File: src/rtl/md5_msg_padder_if.sv
// Word-stream input and 512-bit block output of the MD5 message padder.
// valid/ready: a transfer happens on the rising edge where both are high; the sender holds its payload until then.
interface md5_msg_padder_if;
  logic         in_valid;
  logic         in_ready;
  logic [31:0]  in_data;
  logic         in_last;
  logic [2:0]   in_nbytes;
  logic         blk_valid;
  logic         blk_ready;
  logic [511:0] blk_data;
  logic         blk_first;
  logic         blk_last;

  modport master (
    output in_valid, in_data, in_last, in_nbytes, blk_ready,
    input  in_ready, blk_valid, blk_data, blk_first, blk_last
  );

  modport slave (
    input  in_valid, in_data, in_last, in_nbytes, blk_ready,
    output in_ready, blk_valid, blk_data, blk_first, blk_last
  );
endinterface

File: src/rtl/md5_msg_padder.sv
// Packs a little-endian word stream into 512-bit MD5 blocks with RFC 1321 padding
// (0x80 marker, zero fill, 64-bit little-endian bit length).
module md5_msg_padder (
  input  logic              clk,
  input  logic              rst,
  md5_msg_padder_if.slave   bus,
  output logic [1:0]        o_state
);

  typedef enum logic [1:0] {FILL, OUT_DATA, OUT_PAD, OUT_FINAL} state_t;

  state_t       r_state;
  state_t       w_next;
  logic [31:0]  r_buf [16];
  logic [3:0]   r_ptr;
  logic [63:0]  r_len;
  logic         r_pend80;
  logic         r_first_pend;
  logic         r_init;

  logic         w_accept;
  logic         w_take;
  logic [2:0]   w_nb;
  logic [31:0]  w_masked;
  logic [63:0]  w_len_next;
  logic [6:0]   w_mark_off;
  logic         w_mark_fits;

  assign o_state       = r_state;
  assign bus.in_ready  = (r_state == FILL) && !r_init;
  assign bus.blk_valid = (r_state != FILL);
  assign bus.blk_last  = (r_state == OUT_FINAL);
  assign bus.blk_first = r_first_pend && bus.blk_valid;
  assign w_accept      = bus.in_valid && bus.in_ready;
  assign w_take        = bus.blk_valid && bus.blk_ready;

  // Non-last words always carry four bytes; oversize counts saturate at four.
  always_comb begin
    w_nb = 3'd4;
    if (bus.in_last && (bus.in_nbytes < 3'd4)) w_nb = bus.in_nbytes;
  end

  always_comb begin
    w_masked = '0;
    for (int b = 0; b < 4; b++) begin
      if (3'(b) < w_nb)       w_masked[8*b +: 8] = bus.in_data[8*b +: 8];
      else if (3'(b) == w_nb) w_masked[8*b +: 8] = 8'h80;
    end
  end

  assign w_len_next  = r_len + {58'd0, w_nb, 3'd0};
  // Byte offset of the 0x80 marker; 64 means it spills into the next block.
  assign w_mark_off  = {1'b0, r_ptr, 2'b00} + {4'd0, w_nb};
  assign w_mark_fits = (w_mark_off <= 7'd55);

  always_comb begin
    bus.blk_data = '0;
    for (int i = 0; i < 16; i++) bus.blk_data[511-32*i -: 32] = r_buf[i];
  end

  always_comb begin
    w_next = r_state;
    case (r_state)
      FILL: begin
        if (w_accept) begin
          if (bus.in_last)         w_next = w_mark_fits ? OUT_FINAL : OUT_PAD;
          else if (r_ptr == 4'd15) w_next = OUT_DATA;
        end
      end
      OUT_DATA:  if (w_take) w_next = FILL;
      OUT_PAD:   if (w_take) w_next = OUT_FINAL;
      OUT_FINAL: if (w_take) w_next = FILL;
      default:   w_next = FILL;
    endcase
  end

  always_ff @(posedge clk) begin
    if (rst) begin
      r_state      <= FILL;
      r_ptr        <= '0;
      r_len        <= '0;
      r_pend80     <= 1'b0;
      r_first_pend <= 1'b1;
      r_init       <= 1'b1;
      for (int i = 0; i < 16; i++) r_buf[i] <= '0;
    end else begin
      r_state <= w_next;
      r_init  <= 1'b0;
      case (r_state)
        FILL: begin
          if (w_accept) begin
            r_len <= w_len_next;
            if (!bus.in_last) begin
              r_buf[r_ptr] <= bus.in_data;
              if (r_ptr != 4'd15) r_ptr <= r_ptr + 4'd1;
            end else begin
              r_buf[r_ptr] <= w_masked;
              // Stale words from an earlier block must not leak into the padding.
              for (int i = 0; i < 16; i++) begin
                if (4'(i) > r_ptr)
                  r_buf[i] <= ((4'(i) == r_ptr + 4'd1) && (w_nb == 3'd4)) ? 32'h80 : 32'h0;
              end
              if ((w_nb == 3'd4) && (r_ptr == 4'd15)) r_pend80 <= 1'b1;
              if (w_mark_fits) begin
                r_buf[14] <= w_len_next[31:0];
                r_buf[15] <= w_len_next[63:32];
              end
            end
          end
        end
        OUT_DATA: begin
          if (w_take) begin
            r_ptr        <= '0;
            r_first_pend <= 1'b0;
          end
        end
        OUT_PAD: begin
          if (w_take) begin
            r_first_pend <= 1'b0;
            for (int i = 0; i < 16; i++) r_buf[i] <= '0;
            r_buf[0]  <= r_pend80 ? 32'h80 : 32'h0;
            r_buf[14] <= r_len[31:0];
            r_buf[15] <= r_len[63:32];
          end
        end
        OUT_FINAL: begin
          if (w_take) begin
            r_ptr        <= '0;
            r_len        <= '0;
            r_pend80     <= 1'b0;
            r_first_pend <= 1'b1;
          end
        end
        default: ;
      endcase
    end
  end

endmodule

File: src/flat_wrapper.sv
// flat-port wrapper written by rule: the top's interface ports become plain ports
module md5_msg_padder_flat 
  (clk, rst, o_state, bus_in_valid, bus_in_data, bus_in_last, bus_in_nbytes, bus_blk_ready, bus_in_ready, bus_blk_valid, bus_blk_data, bus_blk_first, bus_blk_last);
  md5_msg_padder_if bus_i ();
  input  logic clk;
  input  logic rst;
  output logic [1:0] o_state;
  input wire logic [$bits(bus_i.in_valid)-1:0] bus_in_valid;
  input wire logic [$bits(bus_i.in_data)-1:0] bus_in_data;
  input wire logic [$bits(bus_i.in_last)-1:0] bus_in_last;
  input wire logic [$bits(bus_i.in_nbytes)-1:0] bus_in_nbytes;
  input wire logic [$bits(bus_i.blk_ready)-1:0] bus_blk_ready;
  output wire logic [$bits(bus_i.in_ready)-1:0] bus_in_ready;
  output wire logic [$bits(bus_i.blk_valid)-1:0] bus_blk_valid;
  output wire logic [$bits(bus_i.blk_data)-1:0] bus_blk_data;
  output wire logic [$bits(bus_i.blk_first)-1:0] bus_blk_first;
  output wire logic [$bits(bus_i.blk_last)-1:0] bus_blk_last;
  assign bus_i.in_valid = bus_in_valid;
  assign bus_i.in_data = bus_in_data;
  assign bus_i.in_last = bus_in_last;
  assign bus_i.in_nbytes = bus_in_nbytes;
  assign bus_i.blk_ready = bus_blk_ready;
  assign bus_in_ready = bus_i.in_ready;
  assign bus_blk_valid = bus_i.blk_valid;
  assign bus_blk_data = bus_i.blk_data;
  assign bus_blk_first = bus_i.blk_first;
  assign bus_blk_last = bus_i.blk_last;
  md5_msg_padder u_core (.clk(clk), .rst(rst), .bus(bus_i), .o_state(o_state));
endmodule
File: config.mk
export PLATFORM = sky130hd
export DESIGN_NAME = md5_msg_padder_flat
export DESIGN_NICKNAME = d
export VERILOG_FILES = /design/src/rtl/md5_msg_padder_if.sv /design/src/rtl/md5_msg_padder.sv /design/src/flat_wrapper.sv
export SDC_FILE = /design/constraint.sdc
export NUM_CORES = 1
export LEC_CHECK = 0
export CAP_MARGIN = 20
export CORE_AREA = 2 2 214 216
export CTS_CLUSTER_SIZE = 16
export DETAILED_ROUTE_END_ITERATION = 8
export DIE_AREA = 0 0 216 218
export PLACE_DENSITY = 0.87
export SLEW_MARGIN = 5
export SYNTH_ARGS = -nofsm -noshare
export SYNTH_HDL_FRONTEND = slang
export SYNTH_SLANG_ARGS = --single-unit
File: constraint.sdc
create_clock -name clk -period 13.9 [get_ports clk]
set_input_delay 2.78 -clock clk [delete_from_list [all_inputs] [get_ports clk]]
set_output_delay 2.78 -clock clk [all_outputs]
set_load 0.05 [all_outputs]
Word-level counts from Yosys, hierarchy flattened:

Memory sizes are Yosys's and may differ from the RTL's.
Cells that the tools add are included.

* bits of input ports: 40
* RAM bits: 512
* bits in registers: 73
* memories: 1
* logic and storage cells: 349

* add/subtract/negate cells: 3
* magnitude comparators: 22
* mux-type cells: 207
* reductions and logical operators: 38
* eq/ne operators: 34
* bitwise gates (word level): 38

Memories
* u_core.r_buf: depth 16, bits a word 32, read ports 16, clocked after Yosys merged registers in 0, wr ports 16, line md5_msg_padder.sv:14 `logic [31:0] r_buf [16];`

Operator list (count)
* 32-bit two-way mux: 39
* 8-bit two-way mux: 25
* 64-bit two-way mux: 2
* 64-bit case mux with 2 select lines: 1
* 1-bit two-way mux: 125
* 64-bit by 6-bit adder with 64-bit output: 1
* 1-bit bitwise OR: 38
* 4-bit == test (first input constant): 8
* 4-bit greater-than comparator (first input constant): 8
* 32-bit OR reduction: 1
* 1-bit logical AND: 22
* 4-bit two-way mux: 5
* 3-bit by 4-bit == test with 1-bit output (first input constant): 4
* 3-bit by 4-bit greater-than comparator with 1-bit output (first input constant): 4
* 2-bit two-way mux: 5
* 2-bit by 1-bit inequality test with 1-bit output (second input constant): 5
* 5-bit AND reduction: 2
* 2-bit by 4-bit == test with 1-bit output (first input constant): 2
* 1-bit by 4-bit greater-than comparator with 1-bit output (first input constant): 2
* 2-bit by 4-bit greater-than comparator with 1-bit output (first input constant): 2
* 2-bit inequality test (second input constant): 4
* 4-bit case mux with 2 select lines: 1
* 2-bit nonzero test: 4
* 6-bit by 3-bit adder with 7-bit output: 1
* other kinds (24): 31

Logic depth before layout (Yosys ltp):

* depth in word-level cells: 14
* depth in mapped cells: 15
* mapped depth without buffers: 12

Worst setup path before layout:

No wires, ideal clock.

* path kind: input to register
* start: input bus_in_last
* end: memory u_core.r_buf[14][0] (enable)
* data required time: 13.270 ns
* cell stages on the path: 12
* library setup time: 0.630 ns
* slack: 7.203 ns
* data arrival time: 6.068 ns
* cells stage by stage: clkbuf_1 nor2b_1 clkbuf_1 clkinv_1 ha_1 ha_1 nand2b_1 o311a_1 a21bo_2 buf_2 clkbuf_1 nand4_1

RTL lines
* from (decl): line flat_wrapper.sv:10 `input wire logic [$bits(bus_i.in_last)-1:0] bus_in_last;`
* to (decl): line md5_msg_padder.sv:14

==> out/qor.csv <==
stage,metric,value,unit
status,status,finished clean,
synth,synth_cells,2047,
sta,skew,0.0304,ns
die,io_pins,558,
critical_path,crit_path_cell_trace,clkdlybuf4s50_1 > nor2b_1 > clkinv_1 > nor2_1 > ha_1 > inv_1 > fa_1 > nor2b_1 > o21ai_1 > nor3_2 > nand3_1 > a21oi_1 > o21ai_0,
synth,async_flop_share,0,%
die,core_area,0.0449,sq mm
global_routing,grt_util_all_layers,37.2,%
die,die-area,0.0471,sq mm
place,port_buffers,557,
hold_path,hold_path_end,u_core.r_first_pend$_SDFFE_PP1P_,
clocking,cts_hold_buffers,0,
clocking,cts_resized,0,
sta,hold_slack,0.496,ns
synth,ys.flop_type,edfxtp_1,
clocking,root_buffer,clkbuf_16,
critical_path,r2r_slack,10.10,ns
global_routing,grt_remaining_overflow,0,
place,place_inst,3094,
global_routing,grt_pass1_wl,127000,microns
clocking,cts_tree,yes,
die,rows,78,
sta,fin_crit_sh,50.2,%
hold_path,hp-start,u_core.r_first_pend$_SDFFE_PP1P_,
die,die_w,216,microns
sta,relSlewSlack,19.8,%
synth,synth_nets,2104,
layout,final_nets,2614,
synth,synth_edf_count,512,
layout,final_common_cell,clkdlybuf4s50_1,
global_routing,grtUsageMet1,46.8,%
sta,period_minus_slack,6.98,ns
synth,netlist_area,0.0240,sq mm
global_routing,busiest_layer,met2,
layout,n_antenna_cell,0,
sta,rsz0062_at_grt,no,
global_routing,use_met3,8.93,%
place,dp_hpwl,58600,microns
layout,stdcell_count,3203,
sta,setup_viol,0,
clocking,cts_inserted_buffers,56,
sta,hold_viol_final,0,
critical_path,arrival,7.33,ns
detailed_routing,viasPerCell,6.34,
global_routing,grt_use_met2,58.4,%
critical_path,crit_type,input pin to flip-flop,
layout,area_growth,34.0,%
sta,slew_violations,0,
sta,setup_tns,0,ns
clocking,cts.clk_slew.worst_paths,0.06,ns
clocking,max-clock-path-buffers,3,
critical_path,r2r_end,u_core.r_buf[8][25]$_SDFFCE_PN0P_,
hold_path,hold_depth,2,
global_routing,grt_pass1_vias,19000,
detailed_routing,wire_per_inst,28.1,microns
global_routing,grt_max_degree,66,
place,pre_cts_ws,6.58,ns
place,place.gp.congestion,0.927,
detailed_routing,num_vias,20300,
power,power_density,148,mW/mm^2
detailed_routing,antenna_left,0,
detailed_routing,first_iter_violations,3294,
die,die_height,218,microns
critical_path,start_kind,input pin,
critical_path,cpPeakStageDelay,0.82,ns
critical_path,required,14.25,ns
detailed_routing,routed_wl,90100,microns
global_routing,grt_antenna_before_repair,1,
critical_path,worst_path_most_repeated_cell,nor2b_1,
synth,ys_seq_area_share,70.0,%
synth,yosys_warnings,0,
die,start_util,53.4,%
clocking,clock_latency,0.63,ns
sta,tightest_slew,1.20,ns
job,maxCapViolCount,0,
detailed_routing,drt-pass1-iter-count,9,
synth,syn_area_per_cell,11.7,sq um
clocking,cts_setup_buffers,0,
critical_path,slowest_stage,nor3_2,
power,ir_worst_vdd,118,uV
critical_path,ff2ff_path_depth,6,
synth,ys_types,74,
critical_path,r2r-start,u_core.o_state[0]$_SDFFE_PP0P_,
layout,final_cell_mix,"557 x clkdlybuf4s50_1, 512 x nor2_1, 512 x edfxtp_1",
synth,ys_seq_elements,582,
sta,max_freq,0.143,GHz
power,leakagePower,0.0116,uW
detailed_routing,drc,0,
critical_path,cp_max_fo,12,
clocking,clock-sinks,582,
layout,drive_above_1_share,6.61,%
critical_path,endpoint_kind,flip-flop,
clocking,cts_max_level,2,
hold_path,hp-class,flip-flop to flip-flop,
sta,finalWorstSetupSlack,6.92,ns
[worst max-delay path: cells and delay by family]
family,cells,cell delay [ns]
buffers and inverters,3,1.23
adder cells (fa/ha/maj),2,0.58
AND/OR/NAND/NOR,5,2.05
AO/OA/AOI/OAI,3,0.66
[area by class of cell]
| class | instances | area, sq um |
|---|---|---|
| clock inverters | 28 | 308 |
| well taps | 600 | 751 |
| fillers | 2937 | 12800 |
| inverters | 32 | 120 |
| repair buffers | 609 | 6080 |
| clock buffers | 76 | 1510 |
| flip-flops and latches | 582 | 16800 |
| multi-input cells | 1276 | 6560 |
[cells by family (layout without fill, tap and decap cells)]
family | Yosys count | in the layout | synth area share (%)
adder cells (fa/ha/maj) | 17 | 17 | 0.919
buffers and inverters | 189 | 745 | 3.06
AND/OR/NAND/NOR | 887 | 887 | 16.5
multiplexers | 5 | 5 | 0.214
AO/OA/AOI/OAI | 356 | 356 | 8.95
XOR/XNOR | 11 | 11 | 0.402
flip-flops | 582 | 582 | 70.0
[metrics by stage]
stage	power, uW	area, sq um	utilization (%)
2_1_floorplan	2810	24000	-
3_5_place_dp	3240	30200	67.2
4_1_cts	4750	32000	71.2
3_3_place_gp	3220	30100	67.1
6_report	4770	32100	71.5
5_1_grt	4860	32100	71.5
[flip-flops by register name, indices dropped and copies added (netlist names)]
signal / count
u_core.r_first_pend: 1
u_core.r_init: 1
u_core.r_ptr: 4
u_core.r_pend80: 1
u_core.o_state: 2
u_core.r_len: 61
u_core.r_buf: 512
[routing by layer]
layer,up-vias,part of all wire (%)
met5,-,0.012
met4,2,7.2
met2,1850,46
li1,8392,-
met1,9646,33
met3,403,13
[cells in the mapped netlist, types with 22 or more instances]
cell type | instances | area [sq um]
inv_1 | 31 | 116
nor3_1 | 37 | 185
a21oi_1 | 117 | 586
and3_1 | 25 | 156
nor2_1 | 514 | 1930
edfxtp_1 | 512 | 15400
nand2_1 | 137 | 514
o21ai_0 | 109 | 546
or3_1 | 24 | 150
dfxtp_1 | 70 | 1400
clkbuf_1 | 141 | 529
nand3_1 | 54 | 270
nand4_1 | 22 | 138
[power by group]
part	internal, uW	total, uW	switching (uW)
clock	871	1540	666
sequential	2060	2120	59.6
combinational	287	1110	826
total	3220	4770	1550
[worst max path at each step]
stage	from	end	slack [ns]
floorplan	bus_in_last	u_core.r_buf[14][0]$_DFFE_PP_	7.20
finish	bus_in_last	u_core.r_buf[15][31]$_DFFE_PP_	6.92
CTS	bus_in_last	u_core.r_buf[15][27]$_DFFE_PP_	7.18
detailed placement	bus_in_last	u_core.r_buf[15][27]$_DFFE_PP_	6.58
global placement	bus_in_last	u_core.r_buf[15][7]$_DFFE_PP_	6.48
global route	bus_in_last	u_core.r_buf[15][31]$_DFFE_PP_	6.62
Power figures use the tool's default switching activity.
